<file path="config.mk">
export PLATFORM = sky130hd
export DESIGN_NAME = mem_arbiter
export DESIGN_NICKNAME = d
export VERILOG_FILES = /design/src/rtl/mem_arbiter.sv
export SDC_FILE = /design/constraint.sdc
export NUM_CORES = 1
export LEC_CHECK = 0
export ABC_AREA = 1
export CAP_MARGIN = 15
export CORE_ASPECT_RATIO = 0.8
export CORE_MARGIN = 5
export CORE_UTILIZATION = 41
export DETAILED_ROUTE_END_ITERATION = 7
export GPL_TIMING_DRIVEN = 0
export MAX_ROUTING_LAYER = met4
export PLACE_DENSITY = 0.81
export SETUP_SLACK_MARGIN = 0.2
export SKIP_LAST_GASP = 1
export SLEW_MARGIN = 20
export SYNTH_ARGS = -nofsm -noshare
export SYNTH_HDL_FRONTEND = slang
export SYNTH_SLANG_ARGS = --single-unit
</file>
<file path="constraint.sdc">
create_clock -name clk -period 1.86 [get_ports clk]
set_input_delay 0.186 -clock clk [delete_from_list [all_inputs] [get_ports clk]]
set_output_delay 0.186 -clock clk [all_outputs]
set_load 0.01 [all_outputs]
</file>
<file path="src/rtl/mem_arbiter.sv">
// Arbitrates the single memory port between IFU fetches and LSU accesses.
// Define MEM_ARB_RR_EN for round-robin arbitration (default: LSU over IFU).
module mem_arbiter #(
  parameter int ADDR_W = 32,
  parameter int DATA_W = 32,
  parameter int MASK_W = 8
) (
  input  logic              clk,
  input  logic              rst,
  input  logic              ifu_req_valid,
  output logic              ifu_req_ready,
  input  logic [ADDR_W-1:0] ifu_addr,
  output logic              ifu_resp_valid,
  output logic [DATA_W-1:0] ifu_rdata,
  input  logic              lsu_req_valid,
  output logic              lsu_req_ready,
  input  logic              lsu_wen,
  input  logic [ADDR_W-1:0] lsu_addr,
  input  logic [DATA_W-1:0] lsu_wdata,
  input  logic [MASK_W-1:0] lsu_wmask,
  output logic              lsu_resp_valid,
  output logic [DATA_W-1:0] lsu_rdata,
  output logic              mem_req_valid,
  input  logic              mem_req_ready,
  output logic              mem_wen,
  output logic [ADDR_W-1:0] mem_addr,
  output logic [DATA_W-1:0] mem_wdata,
  output logic [MASK_W-1:0] mem_wmask,
  input  logic              mem_resp_valid,
  input  logic [DATA_W-1:0] mem_rdata
);

  typedef enum logic [1:0] {
    IDLE,
    REQ,
    WAIT
  } state_t;

  typedef enum logic [1:0] {
    OWN_NONE,
    OWN_IFU,
    OWN_LSU
  } owner_t;

  state_t state;
  state_t state_nxt;
  owner_t owner;
  logic   grant_lsu;
  logic   grant_ifu;
  logic   resp_fire;

`ifdef MEM_ARB_RR_EN
  // last_grant: 1 = LSU won the previous arbitration, 0 = IFU
  logic last_grant;

  always_ff @(posedge clk) begin
    if (rst) begin
      last_grant <= 1'b0;
    end else if (lsu_req_ready) begin
      last_grant <= 1'b1;
    end else if (ifu_req_ready) begin
      last_grant <= 1'b0;
    end
  end

  always_comb begin
    grant_lsu = lsu_req_valid & (~ifu_req_valid | ~last_grant);
    grant_ifu = ifu_req_valid & ~grant_lsu;
  end
`else
  always_comb begin
    grant_lsu = lsu_req_valid;
    grant_ifu = ifu_req_valid & ~lsu_req_valid;
  end
`endif

  assign resp_fire = (state == WAIT) & mem_resp_valid;

  always_ff @(posedge clk) begin
    if (rst) begin
      state <= IDLE;
    end else begin
      state <= state_nxt;
    end
  end

  always_comb begin
    state_nxt = state;
    unique case (state)
      IDLE: begin
        if (lsu_req_ready | ifu_req_ready) begin
          state_nxt = REQ;
        end
      end
      REQ: begin
        if (mem_req_ready) begin
          state_nxt = WAIT;
        end
      end
      WAIT: begin
        if (mem_resp_valid) begin
          state_nxt = IDLE;
        end
      end
      default: state_nxt = IDLE;
    endcase
  end

  // Ready is gated by rst so nothing is accepted while reset is held.
  always_comb begin
    mem_req_valid = 1'b0;
    ifu_req_ready = 1'b0;
    lsu_req_ready = 1'b0;
    unique case (state)
      IDLE: begin
        lsu_req_ready = ~rst & grant_lsu;
        ifu_req_ready = ~rst & grant_ifu;
      end
      REQ:     mem_req_valid = 1'b1;
      default: ;
    endcase
  end

  always_ff @(posedge clk) begin
    if (rst) begin
      owner          <= OWN_NONE;
      mem_wen        <= 1'b0;
      mem_addr       <= '0;
      mem_wdata      <= '0;
      mem_wmask      <= '0;
      ifu_resp_valid <= 1'b0;
      lsu_resp_valid <= 1'b0;
      ifu_rdata      <= '0;
      lsu_rdata      <= '0;
    end else begin
      ifu_resp_valid <= 1'b0;
      lsu_resp_valid <= 1'b0;
      unique case (1'b1)
        lsu_req_ready: begin
          owner     <= OWN_LSU;
          mem_wen   <= lsu_wen;
          mem_addr  <= lsu_addr;
          mem_wdata <= lsu_wdata;
          mem_wmask <= lsu_wmask;
        end
        ifu_req_ready: begin
          owner     <= OWN_IFU;
          mem_wen   <= 1'b0;
          mem_addr  <= ifu_addr;
          mem_wdata <= '0;
          mem_wmask <= '0;
        end
        resp_fire: begin
          owner <= OWN_NONE;
          if (owner == OWN_LSU) begin
            lsu_resp_valid <= 1'b1;
            lsu_rdata      <= mem_wen ? '0 : mem_rdata;
          end else if (owner == OWN_IFU) begin
            ifu_resp_valid <= 1'b1;
            ifu_rdata      <= mem_rdata;
          end
        end
        default: ;
      endcase
    end
  end

endmodule

</file>
# Word level (Yosys, flattened, before mapping)
# Index checks and enable logic that the tools add are counted.
[op_classes]
add_sub_neg = 0
mul = 0
n_div = 0
order_cmp = 0
eq_ne = 7
n_shift = 0
muxes = 15
bitwise_logic = 9
n_reduce_logical = 8
[ops]
columns = ["operator", "n"]
rows = [
  ["$pmux W32 S2", 2],
  ["$mux W32", 1],
  ["$pmux W8 S2", 1],
  ["$pmux W2 S3", 2],
  ["$mux W2", 3],
  ["$ne A2 B2 Y1 const B", 3],
  ["$reduce_and A3 Y1", 2],
  ["$mux W1", 5],
  ["$and A1 B1 Y1", 4],
  ["$eq A2 B1 Y1 const B", 2],
  ["$eq A2 B2 Y1 const B", 2],
  ["$not A1 Y1", 4],
  ["$reduce_bool A3 Y1", 1],
  ["$reduce_or A3 Y1", 1],
  ["$logic_not A2 Y1", 1],
  ["$pmux W1 S2", 1],
  ["$reduce_and A2 Y1", 1],
  ["$reduce_bool A2 Y1", 1],
  ["$reduce_or A2 Y1", 1],
  ["$or A1 B1 Y1", 1],
]
[totals]
ff_bits = 143
latchBits = 0
mem_bits_rw = 0
mem_bits_ro = 0
input_bits = 143
out_inout_bits = 142
memories = 0

# Longest topological paths before layout
# Gate-level depths: netlist of the first run.
[depth]
depth_word = 7
depth_mapped = 8

# Worst setup path after synthesis of the first run
# Ideal clock, no wire load.
[synth_path]
path_kind = "register to register"
startpoint = "register state[1]"
endpoint = "register ifu_rdata[24]"
t_arrival_ps = 1215
required_ps = 1747
setup_slack_ps = 532
stages_incl_launch_ff = 7
path_buffers = 1
path_cell_list = "dfxtp_1 -> nand3_4 -> nor3_4 -> buf_6 -> nand2_1 -> nand2_1 -> nor2_1"
[synth_between]
elab_chain_len = 3
[synth_rtl]
columns = ["element", "line_no", "text"]
rows = [
  ["start: declaration", "45", "state_t state;"],
  ["start signal: assignment", "83", "state <= state_nxt;"],
  ["$eq A2 B2 Y1", "77", "assign resp_fire = (state == WAIT) & mem_resp_valid;"],
  ["$and A1 B1 Y1", "77", ""],
  ["$reduce_and A3 Y1 (no source line)", "--", ""],
  ["end signal: assignment", "160", "ifu_rdata <= mem_rdata;"],
  ["end: declaration", "14", "output logic [DATA_W-1:0] ifu_rdata,"],
]
# No other way between the ends.
# A chain may end at the register's enable or synchronous reset.

# Final worst setup path of the first run
[layout_path]
startpoint = "input port ifu_req_valid"
endpoint = "output port ifu_req_ready"
[layout_between]
elab_chain_len = 3
[layout_rtl]
columns = ["element", "line_no", "text"]
rows = [
  ["start: declaration", "10", "input logic ifu_req_valid,"],
  ["$and A1 B1 Y1", "73", "grant_ifu = ifu_req_valid & ~lsu_req_valid;"],
  ["$and A1 B1 Y1", "117", "ifu_req_ready = ~rst & grant_ifu;"],
  ["$mux W1", "114", "unique case (state)"],
  ["end: declaration", "11", "output logic ifu_req_ready,"],
]
# No other way between the ends.

==> key figures, run 1 <==
Worst setup path
  – Instance count on the critical path: 7
  – Bufs and invs on worst path: 5
  – Worst path cell trace: clkdlybuf4s50_1, inv_1, nor2_4, nand3_4, buf_8, inv_1, clkdlybuf4s15_2
  – Biggest fanout along the worst timing path: 6
  – Max stage delay cell, worst path: clkdlybuf4s50_1
  – Type of element launching the critical path: primary input
  – Stage delay of the slowest cell on the critical path: 0.54 ns
  – Flop2flop setup slack: 0.30 ns
  – Category of the most critical setup path: primary input to output port
  – WP data arrival: between 1.5 and 2 ns
  – Number of cells on the worst reg-to-reg path: 8
  – CP Data Required Time: 1.67 ns
  – Most common cell type on the critical path: inv_1
  – Kind of end point of the critical path: output port
  – Cell type group with the largest total delay on the critical path: buffers and inverters

Yosys
  – Distinct cell type count after synthesis: 22
  – Area share of the leading cell type in the synthesized netlist: 0.4828
  – Biggest area contributors in the synthesized netlist: dfxtp_1 (48%), nand2_1 (22%), nor2_1 (8.4%)
  – Synthesized netlist net count: between 1000 and 1500
  – Library cell with the highest instance count after synthesis: nand2_1
  – Post-Syn Area: 5929 um2
  – Share of flip-flops with an asynchronous set or reset: 0
  – Top cells by count, synth: nand2_1 (343), dfxtp_1 (143), nor2_1 (132)
  – Number of warnings issued by yosys: 0
  – Synthesized netlist cell count: 870
  – EDFF count, synth: 0
  – Main flop type after synthesis: dfxtp_1
  – Cell type with the highest aggregate area in the netlist: dfxtp_1
  – Post-Synthesis Mean Instance Area: 6.815 um2
  – Sequential-to-total area share from yosys stat: 0.4828
  – #FFs+latches synth: around 140

Power and ir drop
  – Total power of the final layout: 8.038 mW
  – Maximum ir drop on the vdd rail: 0.7501 mV
  – Pwr Density: roughly 820 nW/um2
  – Leakage power figure: between 4 and 5 nW

Detailed routing
  – Pre-Repair DR Iteration Count: 5
  – Iter 0 DRT Violations: 364
  – Overall via count from detail_route: 6572
  – Residual DRC: 0
  – Antenna viol nets, final: 0
  – Vias per std cell: around 4.8
  – Routed length per instance: 15.06 um
  – DRT Wirelength: 20760 um

Floorplanning
  – Chip Height: 117.6 um
  – Die ar.: between 15000 and 20000 um2
  – Row cnt: 39
  – Area of the placeable core: 14250 um2
  – # IOs: 285
  – Starting density of the core: 0.4161
  – Width of the chip: 144.5 um

Finish
  – Area of combinational cells with multiple inputs: between 2000 and 3000 um2
  – Register Area: around 2900 um2
  – Final cell area excluding filler cells: 9778 um2
  – Finished Core Util: 0.6862
  – Final std cells w/o fill: 1379
  – Synth-to-Final Area Change: 64.91%
  – Share of cells above drive strength 1: 0.07699
  – Final antenna diode count: 0
  – Number of nets at the end of the flow: approximately 1300
  – Filler cell count in the final layout: 1201

Timing
  – Final period utilization: 0.9112
  – Final-report hold violation count: 0
  – Setup TNS: 0 ns
  – Worst-Margin Slew: 0.5561 ns
  – Fin Clk Skew: 0.007210 ns
  – Worst slew margin relative to its limit: 0.6293
  – Maximum clock frequency: 590.1 MHz
  – Final hold slack: between 0.1 and 0.15 ns
  – Final-report setup violation count: 0
  – Count of pins over their slew limit: 0
  – Final critical-path setup slack: 0.1652 ns
  – Final worst path period need: 1.695 ns
  – Setup repair after global routing missed its margin: yes

Global route
  – Residual overflow from global routing: 0
  – Overall global routing resource usage: 0.2411
  – Wire length of the first global-routing pass: 31500 um
  – Largest net degree at the start of global routing: 17
  – Initial antenna violation count: 0
  – Vias in the first global route: 6093

Clocking
  – Hold_buf cts: 0
  – Clock insertion delay at the later pin of the skew report: 0.41 ns
  – CTS root buffer: clkbuf_16
  – TritonCTS clock tree: yes
  – H-tree levels: 4
  – TritonCTS Buffers: 17
  – Worst-case clock buffer depth: 2
  – Clock Sinks: about 140
  – Clock transition at the registers of the reported paths: around 0.050 ns

Min path
  – Worst Hold Path Cells: 2
  – Hold Path Class: primary input to flip-flop

Place
  – Global placement routability congestion: 0.8546
  – Count of input and output buffers: 283
  – Detailed placer's ending HPWL: ~16000 um
  – Total placed cells including tap cells: 1337
  – DP Worst Slack: -0.5080 ns
  – DP Area: 8992 um2

Run
  – Total of max-cap violations: 0

Status
  – Result of the run: complete, no violations
## report_power, final
part	total [mW]	leakage [nW]	switching, mW	internal [mW]
sequential	3.25	1.16	0.0637	3.19
combinational	1.32	2.76	0.630	0.685
clock	3.47	0.301	1.28	2.18
total	8.04	4.23	1.98	6.06
## timing repair
item / in CTS / in global routing
endpoints found under the setup margin: 3 / 111
setup buffers: 7 / 4
resized for setup: 21 / 35
pin swaps: 1 / 1
gates cloned: 0 / 0
## worst paths after layout
check / from / to
setup reg to reg: state[1] / mem_addr[19]
setup / recovery: ifu_req_valid / ifu_req_ready
hold reg to reg: mem_wdata[2] / mem_wdata[2]
hold / removal: rst / state[0]
## layout by cell type (no fill, tap or decap), drive strengths merged
cell type and instances:
o21ai 1, nor3 1, nand3 3, nor4 1, dfxtp 143, clkinvlp 2
nand2 343, clkdlybuf4s50 279, bufinv 2, clkbuf 56, dlymetal6s2s 1, clkdlybuf4s15 2
clkinv 5, nor2 135, inv 76, a21oi 42, buf 36, nand4 33
o22ai 32, o211ai 2
## cell type report
type	count	share of cell area
flip-flops and latches	143	0.2933
inverters	76	0.02969
plain buffers	57	0.03314
repair buffers	294	0.2993
clock inverters	9	0.01062
well taps	184	0.02354
multi-input cells	593	0.2585
clock buffers	23	0.05195
## logic make-up after synthesis
group,Yosys count,synth area share
AOI/OAI and AO/OA,77,0.07343
buffers and inverters,134,0.09580
DFF,143,0.4828
and+or+nand+nor,516,0.3480
## state kept, by name, indices dropped and copies added, names as in the netlist
register and flops:
state 2, mem_wen 1, ifu_rdata 32, mem_wdata 32, owner 2, mem_wmask 8, ifu_resp_valid 1, lsu_resp_valid 1
mem_addr 32, lsu_rdata 32
## per-layer routing
metal | wire length (um) | track usage | vias up | share of wire
met5 | 0 | - | - | 0
met4 | 627 | 0.09207 | 0 | 0.030
met3 | 1903 | 0.07352 | 43 | 0.092
met2 | 9524 | 0.3675 | 253 | 0.46
met1 | 8706 | 0.2996 | 2959 | 0.42
li1 | - | - | 3317 | -
## worst reg2reg max path: cells and delay by family (launching register included)
family / cells / cell delay, ns
simple gates: 3 / 0.32
flops: 1 / 0.35
compound gates: 1 / 0.13
buf+inv: 4 / 0.66
Power figures use the tool's default switching activity.
==> run 2, diff against run 1 <==
--- a/config.mk
+++ b/config.mk
@@ -14,6 +14,7 @@
 export GPL_TIMING_DRIVEN = 0
 export MAX_ROUTING_LAYER = met4
 export PLACE_DENSITY = 0.81
+export RECOVER_POWER = 50
 export SETUP_SLACK_MARGIN = 0.2
 export SKIP_LAST_GASP = 1
 export SLEW_MARGIN = 20
==> run 2 against run 1 <==
Net effect: hold slack got worse by 0.00092 ns; global-route usage is the same; first-iteration DRC count decreased by 1.9%; total power fell by 0.42%; critical path depth up 1; clock power is essentially flat; sequential power about the same; clock skew down 0.0011 ns; cell count is the same; setup slack better by 0.024 ns; non-clock buffer count stayed put; final area fell by 0.44%.
==> key figures, run 2 (same netlist as run 1, synthesis figures left out) <==
Status
  – Result of the run: complete, no violations

Floorplanning
  – Die ar.: 16980 um2
  – Width of the chip: ~140 um
  – # IOs: 285
  – Chip Height: 117.6 um
  – Area of the placeable core: 14250 um2
  – Row cnt: 39
  – Starting density of the core: 0.4161

Global route
  – Initial antenna violation count: 0
  – Residual overflow from global routing: 0
  – Vias in the first global route: 6093
  – Wire length of the first global-routing pass: around 31000 um
  – Overall global routing resource usage: 0.2411
  – Largest net degree at the start of global routing: 17

Clocking
  – Clock insertion delay at the later pin of the skew report: 0.41 ns
  – Worst-case clock buffer depth: 2
  – Clock transition at the registers of the reported paths: 0.06 ns
  – Hold_buf cts: 0
  – H-tree levels: 4
  – TritonCTS clock tree: yes
  – CTS root buffer: clkbuf_16
  – TritonCTS Buffers: 17
  – Clock Sinks: roughly 140

Detailed routing
  – Overall via count from detail_route: 6558
  – Antenna viol nets, final: 0
  – Amount of wire on met2 after detailed routing: 9490 um
  – Vias per std cell: 4.756
  – Uppermost routed layer: met4
  – Iter 0 DRT Violations: 357
  – Pre-Repair DR Iteration Count: 5
  – Routed length per instance: 15.02 um
  – Routed metal-1 wirelength: 8621 um
  – DRT Wirelength: ~21000 um
  – Metal3 WL: between 1500 and 2000 um
  – Residual DRC: 0

Run
  – Total of max-cap violations: 0

Worst setup path
  – Kind of end point of the critical path: flip-flop
  – Type of element launching the critical path: flip-flop
  – Category of the most critical setup path: flip-flop to flip-flop
  – Worst path cell trace: nor2_4, buf_4, buf_4, o211ai_2, buf_6, buf_2, nor2_1, nor2_1
  – Instance count on the critical path: 8
  – Cell type group with the largest total delay on the critical path: buffers and inverters
  – WP data arrival: 1.98 ns
  – Max stage delay cell, worst path: dfxtp_1
  – Number of cells on the worst reg-to-reg path: 8
  – Stage delay of the slowest cell on the critical path: 0.33 ns
  – Flop2flop setup slack: between 0.15 and 0.2 ns
  – CP Data Required Time: between 2 and 2.5 ns
  – Start of the worst register-to-register path: state[1]
  – Bufs and invs on worst path: 4
  – Biggest fanout along the worst timing path: 10
  – Capture instance of the worst register-to-register path: mem_addr[19]

Finish
  – Leading cell types in the layout, fill and taps excluded: nand2_1 (342), clkdlybuf4s50_1 (204), dfxtp_1 (142)
  – Finished Core Util: 0.6833
  – Most common cell after layout, fill and taps aside: nand2_1
  – Filler cell count in the final layout: 1213
  – Share of cells above drive strength 1: 0.07113
  – Number of nets at the end of the flow: 1325
  – Final antenna diode count: 0
  – Final cell area excluding filler cells: 9736 um2
  – Synth-to-Final Area Change: 64.19%

Place
  – DP Area: 8992 um2
  – Global placement routability congestion: 0.8546
  – DP Worst Slack: -0.5080 ns
  – Count of input and output buffers: 283
  – Detailed placer's ending HPWL: 15530 um

Power and ir drop
  – Maximum ir drop on the vdd rail: 0.7448 mV
  – Leakage power figure: between 4 and 5 nW
  – Pwr Density: 822.2 nW/um2

Min path
  – Worst Hold Path Cells: 2
  – Hold Path Class: primary input to flip-flop
  – Hold Crit Endpoint: mem_wmask[7]
  – Hold wc startpoint: rst

Timing
  – Final worst path period need: 1.671 ns
  – Maximum clock frequency: 598.6 MHz
  – Final critical-path setup slack: 0.1895 ns
  – Final period utilization: 0.8981
  – Final-report setup violation count: 0
  – Count of pins over their slew limit: 0
  – Fin Clk Skew: 0.006100 ns
  – Setup repair after global routing missed its margin: yes
  – Worst-Margin Slew: 0.5683 ns
  – Final-report hold violation count: 0
  – Setup TNS: 0 ns
  – Worst slew margin relative to its limit: 0.6211
[run 2: through the flow]
step / hold WS (ns) / total power, mW / instances
4_1_cts: 0.09185 / 8.100 / 1376
2_1_floorplan: 0.3343 / 3.864 / 870
3_5_place_dp: 0.4534 / 4.577 / 1337
3_3_place_gp: 0.4469 / 4.560 / 1337
5_1_grt: 0.1250 / 8.347 / 1379
6_report: 0.1101 / 8.004 / 1379
[run 2: timing repair]
action / CTS / global route
setup buffers: 7 / 4
endpoints found under the hold margin: 0 / 0
resized for setup: 21 / 35
endpoints found under the setup margin: 3 / 111
pin swaps: 1 / 1
[run 2: routing by layer]
| layer | GRT usage | vias to the layer above |
|---|---|---|
| li1 | - | 3320 |
| met1 | 0.2996 | 2935 |
| met2 | 0.3675 | 260 |
| met3 | 0.07352 | 43 |
| met4 | 0.09207 | 0 |
| met5 | - | - |
[run 2: cell type report]
| type | count | area (um2) | area share |
|---|---|---|---|
| tap | 184 | 230.2 | 0.02365 |
| clock buffer | 23 | 508.0 | 0.05218 |
| inverter | 76 | 290.3 | 0.02982 |
| clock inverter | 9 | 103.9 | 0.01067 |
| multi-input combinational | 593 | 2507 | 0.2575 |
| buffer | 57 | 305.3 | 0.03136 |
| sequential | 143 | 2864 | 0.2942 |
| timing repair buffer | 294 | 2927 | 0.3006 |
[run 2: worst max path at each step]
stage                  startpoint       endpoint  slack [ns]
finish                   state[1]   mem_addr[19]        0.19
global route             state[1]   mem_wdata[6]        0.06
CTS                      state[1]  ifu_req_ready        0.07
detailed placement  ifu_req_valid  ifu_req_ready       -0.51
global placement    ifu_req_valid  ifu_req_ready       -0.47
floorplan                state[1]  ifu_rdata[24]        0.53
[run 2: worst register-to-register path: cells and delay by family (launching register included)]
family / cells / cell delay (ns)
buf+inv: 4 / 0.71
simple gates: 3 / 0.33
compound gates: 1 / 0.21
flops: 1 / 0.33
[run 2: report_power, final]
group	switching [mW]	internal (mW)	total [mW]
Sequential	0.0594	3.19	3.25
Clock	1.29	2.18	3.47
Combinational	0.627	0.656	1.28
Total	1.97	6.03	8.00
